[src/rtl/stretch_pkg.sv]
// Shared types and constants for the pulse stretcher: FSM encodings and timer width.
package stretch_pkg;

    localparam int unsigned TIMER_W = 16;
    localparam int unsigned PEND_W  = 2;

    typedef enum logic [1:0] {
        ST_IDLE = 2'b00,
        ST_ON   = 2'b01,
        ST_GAP  = 2'b10
    } state_e;

endpackage

[src/rtl/pulse_stretcher_if.sv]
// Trigger request and status outputs of the pulse stretcher.
interface pulse_stretcher_if;
    import stretch_pkg::*;

    logic              trigger;
    logic              led;
    logic              busy;
    logic [PEND_W-1:0] pending;
    logic              overflow;

    modport master (output trigger, input led, input busy, input pending, input overflow);
    modport slave  (input trigger, output led, output busy, output pending, output overflow);
endinterface

[src/rtl/stretch_timer.sv]
// Phase down-counter: load has priority, counts down while enabled, holds at zero.
module stretch_timer
    import stretch_pkg::*;
(
    input  logic               clk,
    input  logic               rst_n,
    input  logic               load,
    input  logic [TIMER_W-1:0] load_val,
    input  logic               en,
    output logic               zero_c
);

    logic [TIMER_W-1:0] count_q;
    logic [TIMER_W-1:0] count_d;

    always_comb begin
        count_d = count_q;
        if (load) begin
            count_d = load_val;
        end else if (en && (count_q != '0)) begin
            count_d = count_q - TIMER_W'(1);
        end
    end

    always_ff @(posedge clk or negedge rst_n) begin
        if (!rst_n) begin
            count_q <= '0;
        end else begin
            count_q <= count_d;
        end
    end

    assign zero_c = (count_q == '0);

endmodule

[src/rtl/pulse_stretcher.sv]
// Stretches single-cycle triggers into fixed LED pulses separated by a mandatory gap,
// queueing up to QUEUE_MAX triggers that arrive while a pulse or gap is in progress.
module pulse_stretcher
    import stretch_pkg::*;
#(
    parameter int unsigned ON_CYCLES  = 40000,
    parameter int unsigned OFF_CYCLES = 20000,
    parameter int unsigned QUEUE_MAX  = 3
) (
    input  logic            clk5,
    input  logic            reset,
    pulse_stretcher_if.slave bus
);

    localparam logic [TIMER_W-1:0] ON_LOAD  = TIMER_W'(ON_CYCLES - 1);
    localparam logic [TIMER_W-1:0] OFF_LOAD = TIMER_W'(OFF_CYCLES - 1);
    localparam logic [PEND_W-1:0]  Q_MAX    = PEND_W'(QUEUE_MAX);

    state_e             state_q, state_d;
    logic [PEND_W-1:0]  pending_q, pending_d;
    logic               overflow_q, overflow_d;
    logic               led_q, led_d;
    logic               busy_q, busy_d;

    logic               tmr_load;
    logic [TIMER_W-1:0] tmr_val;
    logic               tmr_en;
    logic               tmr_zero_c;

    logic               has_pend_c;
    logic               q_full_c;

    assign has_pend_c = (pending_q != '0);
    assign q_full_c   = (pending_q == Q_MAX);

    stretch_timer u_timer (
        .clk      (clk5),
        .rst_n    (reset),
        .load     (tmr_load),
        .load_val (tmr_val),
        .en       (tmr_en),
        .zero_c   (tmr_zero_c)
    );

    // Next state, queue bookkeeping and timer control
    always_comb begin
        state_d    = state_q;
        pending_d  = pending_q;
        overflow_d = overflow_q;
        tmr_load   = 1'b0;
        tmr_val    = ON_LOAD;
        tmr_en     = 1'b0;

        case (state_q)
            ST_IDLE: begin
                if (bus.trigger || has_pend_c) begin
                    state_d  = ST_ON;
                    tmr_load = 1'b1;
                    if (has_pend_c && !bus.trigger) begin
                        pending_d = pending_q - PEND_W'(1);
                    end
                end
            end

            ST_ON: begin
                tmr_en = 1'b1;
                if (tmr_zero_c) begin
                    state_d  = ST_GAP;
                    tmr_load = 1'b1;
                    tmr_val  = OFF_LOAD;
                end
                if (bus.trigger) begin
                    if (q_full_c) begin
                        overflow_d = 1'b1;
                    end else begin
                        pending_d = pending_q + PEND_W'(1);
                    end
                end
            end

            ST_GAP: begin
                tmr_en = 1'b1;
                if (tmr_zero_c) begin
                    // A trigger on the last gap cycle is serviced in place of a queued one
                    if (has_pend_c || bus.trigger) begin
                        state_d  = ST_ON;
                        tmr_load = 1'b1;
                        if (has_pend_c && !bus.trigger) begin
                            pending_d = pending_q - PEND_W'(1);
                        end
                    end else begin
                        state_d = ST_IDLE;
                    end
                end else if (bus.trigger) begin
                    if (q_full_c) begin
                        overflow_d = 1'b1;
                    end else begin
                        pending_d = pending_q + PEND_W'(1);
                    end
                end
            end

            default: begin
                state_d = ST_IDLE;
            end
        endcase

        led_d  = (state_d == ST_ON);
        busy_d = (state_d != ST_IDLE);
    end

    always_ff @(posedge clk5 or negedge reset) begin
        if (!reset) begin
            state_q    <= ST_IDLE;
            pending_q  <= '0;
            overflow_q <= 1'b0;
            led_q      <= 1'b0;
            busy_q     <= 1'b0;
        end else begin
            state_q    <= state_d;
            pending_q  <= pending_d;
            overflow_q <= overflow_d;
            led_q      <= led_d;
            busy_q     <= busy_d;
        end
    end

    assign bus.led      = led_q;
    assign bus.busy     = busy_q;
    assign bus.pending  = pending_q;
    assign bus.overflow = overflow_q;

endmodule

[src/flat_wrapper.sv]
// flat-port wrapper written by rule: the top's interface ports become plain ports
module pulse_stretcher_flat import stretch_pkg::*;
#(
    parameter int unsigned ON_CYCLES  = 40000,
    parameter int unsigned OFF_CYCLES = 20000,
    parameter int unsigned QUEUE_MAX  = 3
)
  (clk5, reset, bus_trigger, bus_led, bus_busy, bus_pending, bus_overflow);
  pulse_stretcher_if bus_i ();
  input  logic clk5;
  input  logic reset;
  input wire logic [$bits(bus_i.trigger)-1:0] bus_trigger;
  output wire logic [$bits(bus_i.led)-1:0] bus_led;
  output wire logic [$bits(bus_i.busy)-1:0] bus_busy;
  output wire logic [$bits(bus_i.pending)-1:0] bus_pending;
  output wire logic [$bits(bus_i.overflow)-1:0] bus_overflow;
  assign bus_i.trigger = bus_trigger;
  assign bus_led = bus_i.led;
  assign bus_busy = bus_i.busy;
  assign bus_pending = bus_i.pending;
  assign bus_overflow = bus_i.overflow;
  pulse_stretcher #(.ON_CYCLES(ON_CYCLES), .OFF_CYCLES(OFF_CYCLES), .QUEUE_MAX(QUEUE_MAX)) u_core (.clk5(clk5), .reset(reset), .bus(bus_i));
endmodule
[config.mk]
export PLATFORM = sky130hd
export DESIGN_NAME = pulse_stretcher_flat
export DESIGN_NICKNAME = d
export VERILOG_FILES = /design/src/rtl/stretch_pkg.sv /design/src/rtl/pulse_stretcher_if.sv /design/src/rtl/stretch_timer.sv /design/src/rtl/pulse_stretcher.sv /design/src/flat_wrapper.sv
export SDC_FILE = /design/constraint.sdc
export NUM_CORES = 1
export LEC_CHECK = 0
export CAP_MARGIN = 25
export CORE_MARGIN = 8
export CORE_UTILIZATION = 41
export CTS_BUF_LIST = sky130_fd_sc_hd__clkbuf_4 sky130_fd_sc_hd__clkbuf_8
export CTS_CLUSTER_SIZE = 10
export DETAILED_ROUTE_END_ITERATION = 12
export PLACE_DENSITY = 0.59
export SYNTH_ARGS = -nofsm -noshare
export SYNTH_HDL_FRONTEND = slang
export SYNTH_SLANG_ARGS = --single-unit
[constraint.sdc]
create_clock -name clk5 -period 2.36 [get_ports clk5]
set_clock_uncertainty 0.15 [all_clocks]
set_input_delay 0.236 -clock clk5 [delete_from_list [all_inputs] [get_ports clk5]]
set_output_delay 0.236 -clock clk5 [all_outputs]
set_load 0.03 [all_outputs]
# Yosys cells after proc, flatten, opt, wreduce, memory -nomap -nowiden
# Index checks and enable logic that the tools add are counted.
[op_classes] add_sub_neg=3 order_cmp=0 div_mod_pow=0 n_mux=24 bitwise_logic=0 shifts=0 n_eq_ne=5 reduce_logical=14 multipliers=0
[op_table] op="two-way mux 16 bit" n=4
[op_table] op="zero test 16 bit" n=1
[op_table] op="two-way mux 2 bit" n=8
[op_table] op="nonzero test 16 bit" n=1
[op_table] op="subtractor 16 x 1 -> 16 bit (second input constant)" n=1
[op_table] op="case mux 2 bit (3 select lines)" n=2
[op_table] op="two-way mux 1 bit" n=8
[op_table] op="nonzero test 2 bit" n=4
[op_table] op="equality test 2 x 1 -> 1 bit (second input constant)" n=2
[op_table] op="equality test 2 bit (second input constant)" n=2
[op_table] op="case mux 1 bit (3 select lines)" n=1
[op_table] op="nonzero test 3 bit" n=1
[op_table] op="adder 2 x 1 -> 2 bit (second input constant)" n=1
[op_table] op="logical AND 1 bit" n=2
[op_table] op="zero test 2 bit" n=1
[op_table] op="inequality test 2 bit (second input constant)" n=1
[op_table] op="case mux 1 bit (2 select lines)" n=1
[op_table] op="AND reduction 2 bit" n=1
[op_table] op="OR reduction 2 bit" n=1
[op_table] op="subtractor 2 x 1 -> 2 bit (second input constant)" n=1
[op_table] op="zero test 1 bit" n=1
[op_table] op="logical OR 1 bit" n=1
[totals] latch_bits=0 mem_count=0 input_bits=3 reg_bits=23 mem_bits_rw=0 romBits=0

# Logic depth before layout (Yosys ltp)
# Gate-level depths: netlist of the first run.
[depth] word_depth=6 depth_mapped=8

# By module
# From an unflattened synthesis of the first run, not the netlist that was laid out.
[unflattened] hier_cells=181 area_unflattened_um2=1585.3
[modules_own_cells] module="stretch_timer" instances=1 cells_per_inst=124 area_each_um2=1063.5
[modules_own_cells] module="pulse_stretcher" instances=1 cells_per_inst=57 area_each_um2=521.8

# Least setup slack after synthesis of the first run
# OpenSTA, ideal clock, no wires.
[synth_timing] path_kind="register to register" start="reg u_core.u_timer.count_q[6]" end="reg u_core.busy_q (netlist: u_core.bus.busy)" required_ps=2072 slack_ps=189 path_buffers=1 stages_incl_launch_ff=7 setup_ps=138 arrival_time_ps=1882 path_cell_list="dfrtp_1 -> or4_4 -> and4bb_2 -> buf_6 -> nor2_1 -> a211oi_1 -> a21oi_1"
[synth_via] elab_chain_cells=4 word_cells_on_any_way=5 cone_classes="mux (3); reduce/logical (2)"
[synth_rtl] item="from (decl)" line_no="stretch_timer.sv:13" source="logic [TIMER_W-1:0] count_q;"
[synth_rtl] item="from (signal assigned)" line_no="stretch_timer.sv:29" source="count_q <= count_d;"
[synth_rtl] item="zero test 16 bit (*)" line_no="stretch_timer.sv:33" source="assign zero_c = (count_q == '0);"
[synth_rtl] item="two-way mux 2 bit, on equally long branches" line_no="pulse_stretcher.sv:83, pulse_stretcher.sv:67"
[synth_rtl] item="case mux 2 bit (3 select lines) (*)" line_no="pulse_stretcher.sv:54" source="case (state_q)"
[synth_rtl] item="nonzero test 2 bit (*)" line_no="pulse_stretcher.sv:109" source="busy_d = (state_d != ST_IDLE);"
[synth_rtl] item="named net u_core.busy_d" line_no="pulse_stretcher.sv:23" source="logic busy_q, busy_d;"
[synth_rtl] item="to (signal assigned)" line_no="pulse_stretcher.sv:124" source="busy_q <= busy_d;"
[synth_rtl] item="to (decl)" line_no="pulse_stretcher.sv:23"
# The timed path passes the listed nets; every way through them passes the cells marked *.
# A chain may end at the register's enable or synchronous reset.

# Worst setup path after layout of the first run
[layout_timing] start="reg u_core.u_timer.count_q[7]" end="reg u_core.pending_q[0] (netlist: u_core.bus.pending[0])"
[layout_via] elab_chain_cells=3
[layout_rtl] item="zero test 16 bit" line_no="stretch_timer.sv:33"
[layout_rtl] item="two-way mux 2 bit" line_no="pulse_stretcher.sv:83" source="if (tmr_zero_c) begin"
[layout_rtl] item="case mux 2 bit (3 select lines)" line_no="pulse_stretcher.sv:54"
[layout_rtl] item="to (signal assigned)" line_no="pulse_stretcher.sv:121" source="pending_q <= pending_d;"
[layout_rtl] item="to (decl)" line_no="pulse_stretcher.sv:20" source="logic [PEND_W-1:0] pending_q, pending_d;"
# No other way between the ends.

==> impl_metrics.yaml, run 1 <==
outcome:
  outcome: "complete, no violations"
clock_tree:
  ctsLongestPathBuffers: 2
  ctsRootBufferMaster: "clkbuf_4"
  cts_resized: 0
  hold_buffers: 0
  clk_pin_slew_worst_paths_ns: 0.13
  numCtsBuffers: 3
  cts_tree: "yes"
  h-tree-depth: 1
  cts.sinks: 23
  cts_setup_buffers: 0
  clk_latency_ns: 0.32
timing:
  fin_setup_tns_ns: 0
  finalSetupViolations: 0
  fin_crit_ns: 2.27
  hold_violations: 0
  timing.slew.headroom_pct: 73.6
  tightestPinTransition_ns: 0.396
  drv_slew: 0
  fmaxAchievable_mhz: 441
  rsz0062_at_grt: "yes"
  fin_crit_sh_pct: 96.2
final_layout:
  antennaDiodeCount: 0
  layout_common_cells: "23 x dfrtp_1, 17 x nor2_1, 12 x buf_4, 10 x xnor2_1, 9 x ha_1"
  final_common_cell: "dfrtp_1"
  drive_gt1_share_pct: 16.5
  area_growth_pct: 16.6
  layout.nets: 189
route:
  dr.pass1.iters: 4
  ant_nets: 0
  first_iter_violations: 94
  drc: 0
  via_per_inst: 5.53
  routed_wl_um: 3450
  via_count: 1239
  post_drt_wl_per_cell_um: 15.4
critical_path:
  cp-end-kind: "flop"
  crit_arrival_ns: 2.34
  r2r_cells: 5
  critical_path_class: "flop to flop"
  cp_max_fo: 9
  startpoint_type: "flop"
  r2r_slack_ns: 0.09
  cp.required_ns: 2.43
global_routing:
  grt_max_degree: 24
  antenna_found_initial: 0
  grt-ovfl-total: 0
  grt.total_usage_pct: 12.0
  grt_pass1_wl_um: 5890
  grt_pass1_vias: 1248
power:
  power_frac_comb_pct: 50.6
  clkPwrFrac_pct: 13.7
  switching_share_pct: 42.0
  vdd_ir_drop_max_uv: 569
  power.net_switching_mw: 0.615
  p_int_mw: 0.848
  seqPwrFrac_pct: 35.8
  finalPower_mw: 1.46
  p_leak_nw: 0.680
  p_per_area_nw_per_um2: 841
floorplanning:
  rows: 22
  ios: 8
  fp.dieW_um: 76.3
  design.die.area_sq_um: 5820
  die_h_um: 76.3
  core_area_sq_um: 3580
  start_util_pct: 41.6
placement:
  place.gp.congestion: 0.825
  hpwlAfterDp_um: 2560
  port_buffers: 7
synth:
  synth_nets: 169
  avgSynthCellArea_sq_um: 9.49
  ys_seq_area_share_pct: 38.6
  yosys_warnings: 0
  syn-cell-area_sq_um: 1490
  synth_edf_count: 0
  synth_cell_types: 47
  synthArstFlopShare_pct: 100
  synth_seq_cells: 23
  syn_inst: 157
  synthFlopType: "dfrtp_1"
min_path:
  min_path_type: "input pin to asynchronous set/reset pin"
run:
  drv_cap: 0
## stage by stage
step	instances	utilization, %	setup slack, ns	hold WS (ns)	instance area (sq um)
floorplan	157	-	0.189	-0.210	1490
global placement	220	47.2	0.115	0.300	1690
detailed placement	220	47.2	0.0849	0.313	1690
CTS	224	48.0	0.0626	0.108	1720
global route	224	48.6	0.000907	0.119	1740
finish	224	48.6	0.0904	0.101	1740
## layout make-up
| class | instances | area [sq um] |
|---|---|---|
| fill | 359 | 1840 |
| multi-input combinational | 123 | 886 |
| inverter | 7 | 26.3 |
| sequential | 23 | 576 |
| timing repair buffer | 19 | 160 |
| clock buffer | 4 | 30.0 |
| tap | 48 | 60.1 |
## Yosys cell counts (all sizes together) (2+ instances only)
master  instances  share of area (%)
nand3           4                1.3
nor4            7                4.4
o22ai           2               0.84
nand4           2               0.84
nand3b          3                1.5
nor3b           2                1.0
nor3            4                1.3
or4             4                2.5
o21ai           8                2.7
and3            2               0.84
a21oi           6                2.0
nor2           17                4.3
or2             2                1.0
a211oi          3                1.5
nand2b          4                1.7
nor2b           2               0.84
o21a            2                1.0
a21boi          3                1.5
nand2           8                2.0
xnor2          10                5.9
or3             3                1.3
inv             7                1.8
dfrtp          23                 39
clkbuf          3               0.76
ha              9                7.6
## sequential cells by signal (all words and copies together) (netlist names)
name	cells
u_core.u_timer.count_q	16
u_core.bus.pending	2
u_core.state_q	2
u_core.bus.busy	1
u_core.bus.led	1
u_core.bus.overflow	1
## final timing paths
path / from / endpoint
setup / recovery: u_core.u_timer.count_q[7] / u_core.bus.pending[0]
hold / removal: reset / u_core.bus.pending[1]
setup reg to reg: u_core.u_timer.count_q[7] / u_core.bus.pending[0]
hold reg to reg: u_core.bus.overflow / u_core.bus.overflow
max in group asynchronous: reset / u_core.u_timer.count_q[12]
min in group clk5: u_core.bus.overflow / u_core.bus.overflow
## power by group through the flow
stage | sequential (mW) | clock, mW | combinational (mW)
finish | 0.523 | 0.200 | 0.739
global route | 0.533 | 0.219 | 0.819
CTS | 0.524 | 0.207 | 0.719
detailed placement | 0.530 | 0 | 0.716
global placement | 0.524 | 0 | 0.699
floorplan | 0.604 | 0 | 0.390
## layer usage
metal / vias to the layer above / share of wire [%] / global-route usage, %
met2: 37 / 45 / 19.5
met4: 0 / 1.2 / 4.04
met3: 4 / 4.9 / 2.83
met5: - / 0 / 0
li1: 610 / - / -
met1: 588 / 49 / 15.1
## kinds of logic (layout without fill, tap and decap cells)
| family | count (synthesis) | count (layout) | synth area share [%] |
|---|---|---|---|
| fa+ha+maj | 9 | 9 | 7.56 |
| xor+xnor | 11 | 11 | 6.46 |
| flops | 23 | 23 | 38.6 |
| compound gates | 37 | 37 | 17.7 |
| buf+inv | 11 | 30 | 3.27 |
| simple gates | 65 | 65 | 25.7 |
| mux | 1 | 1 | 0.672 |
## worst max-delay path, cell delays in order, from the launching register on
cell and delay [ns]:
dfrtp_1 0.44, or4_4 0.58, and4bb_4 0.45, nand3b_1 0.13
o21ai_0 0.08, a221o_1 0.35
(Power assumes the default switching activity.)
==> run 2, diff against run 1 <==
ABC_CLOCK_PERIOD_IN_PS = 2360   (was not set)
==> results of run 2 <==
Same layout as run 1: the final DEF is identical, and so are final timing and power.
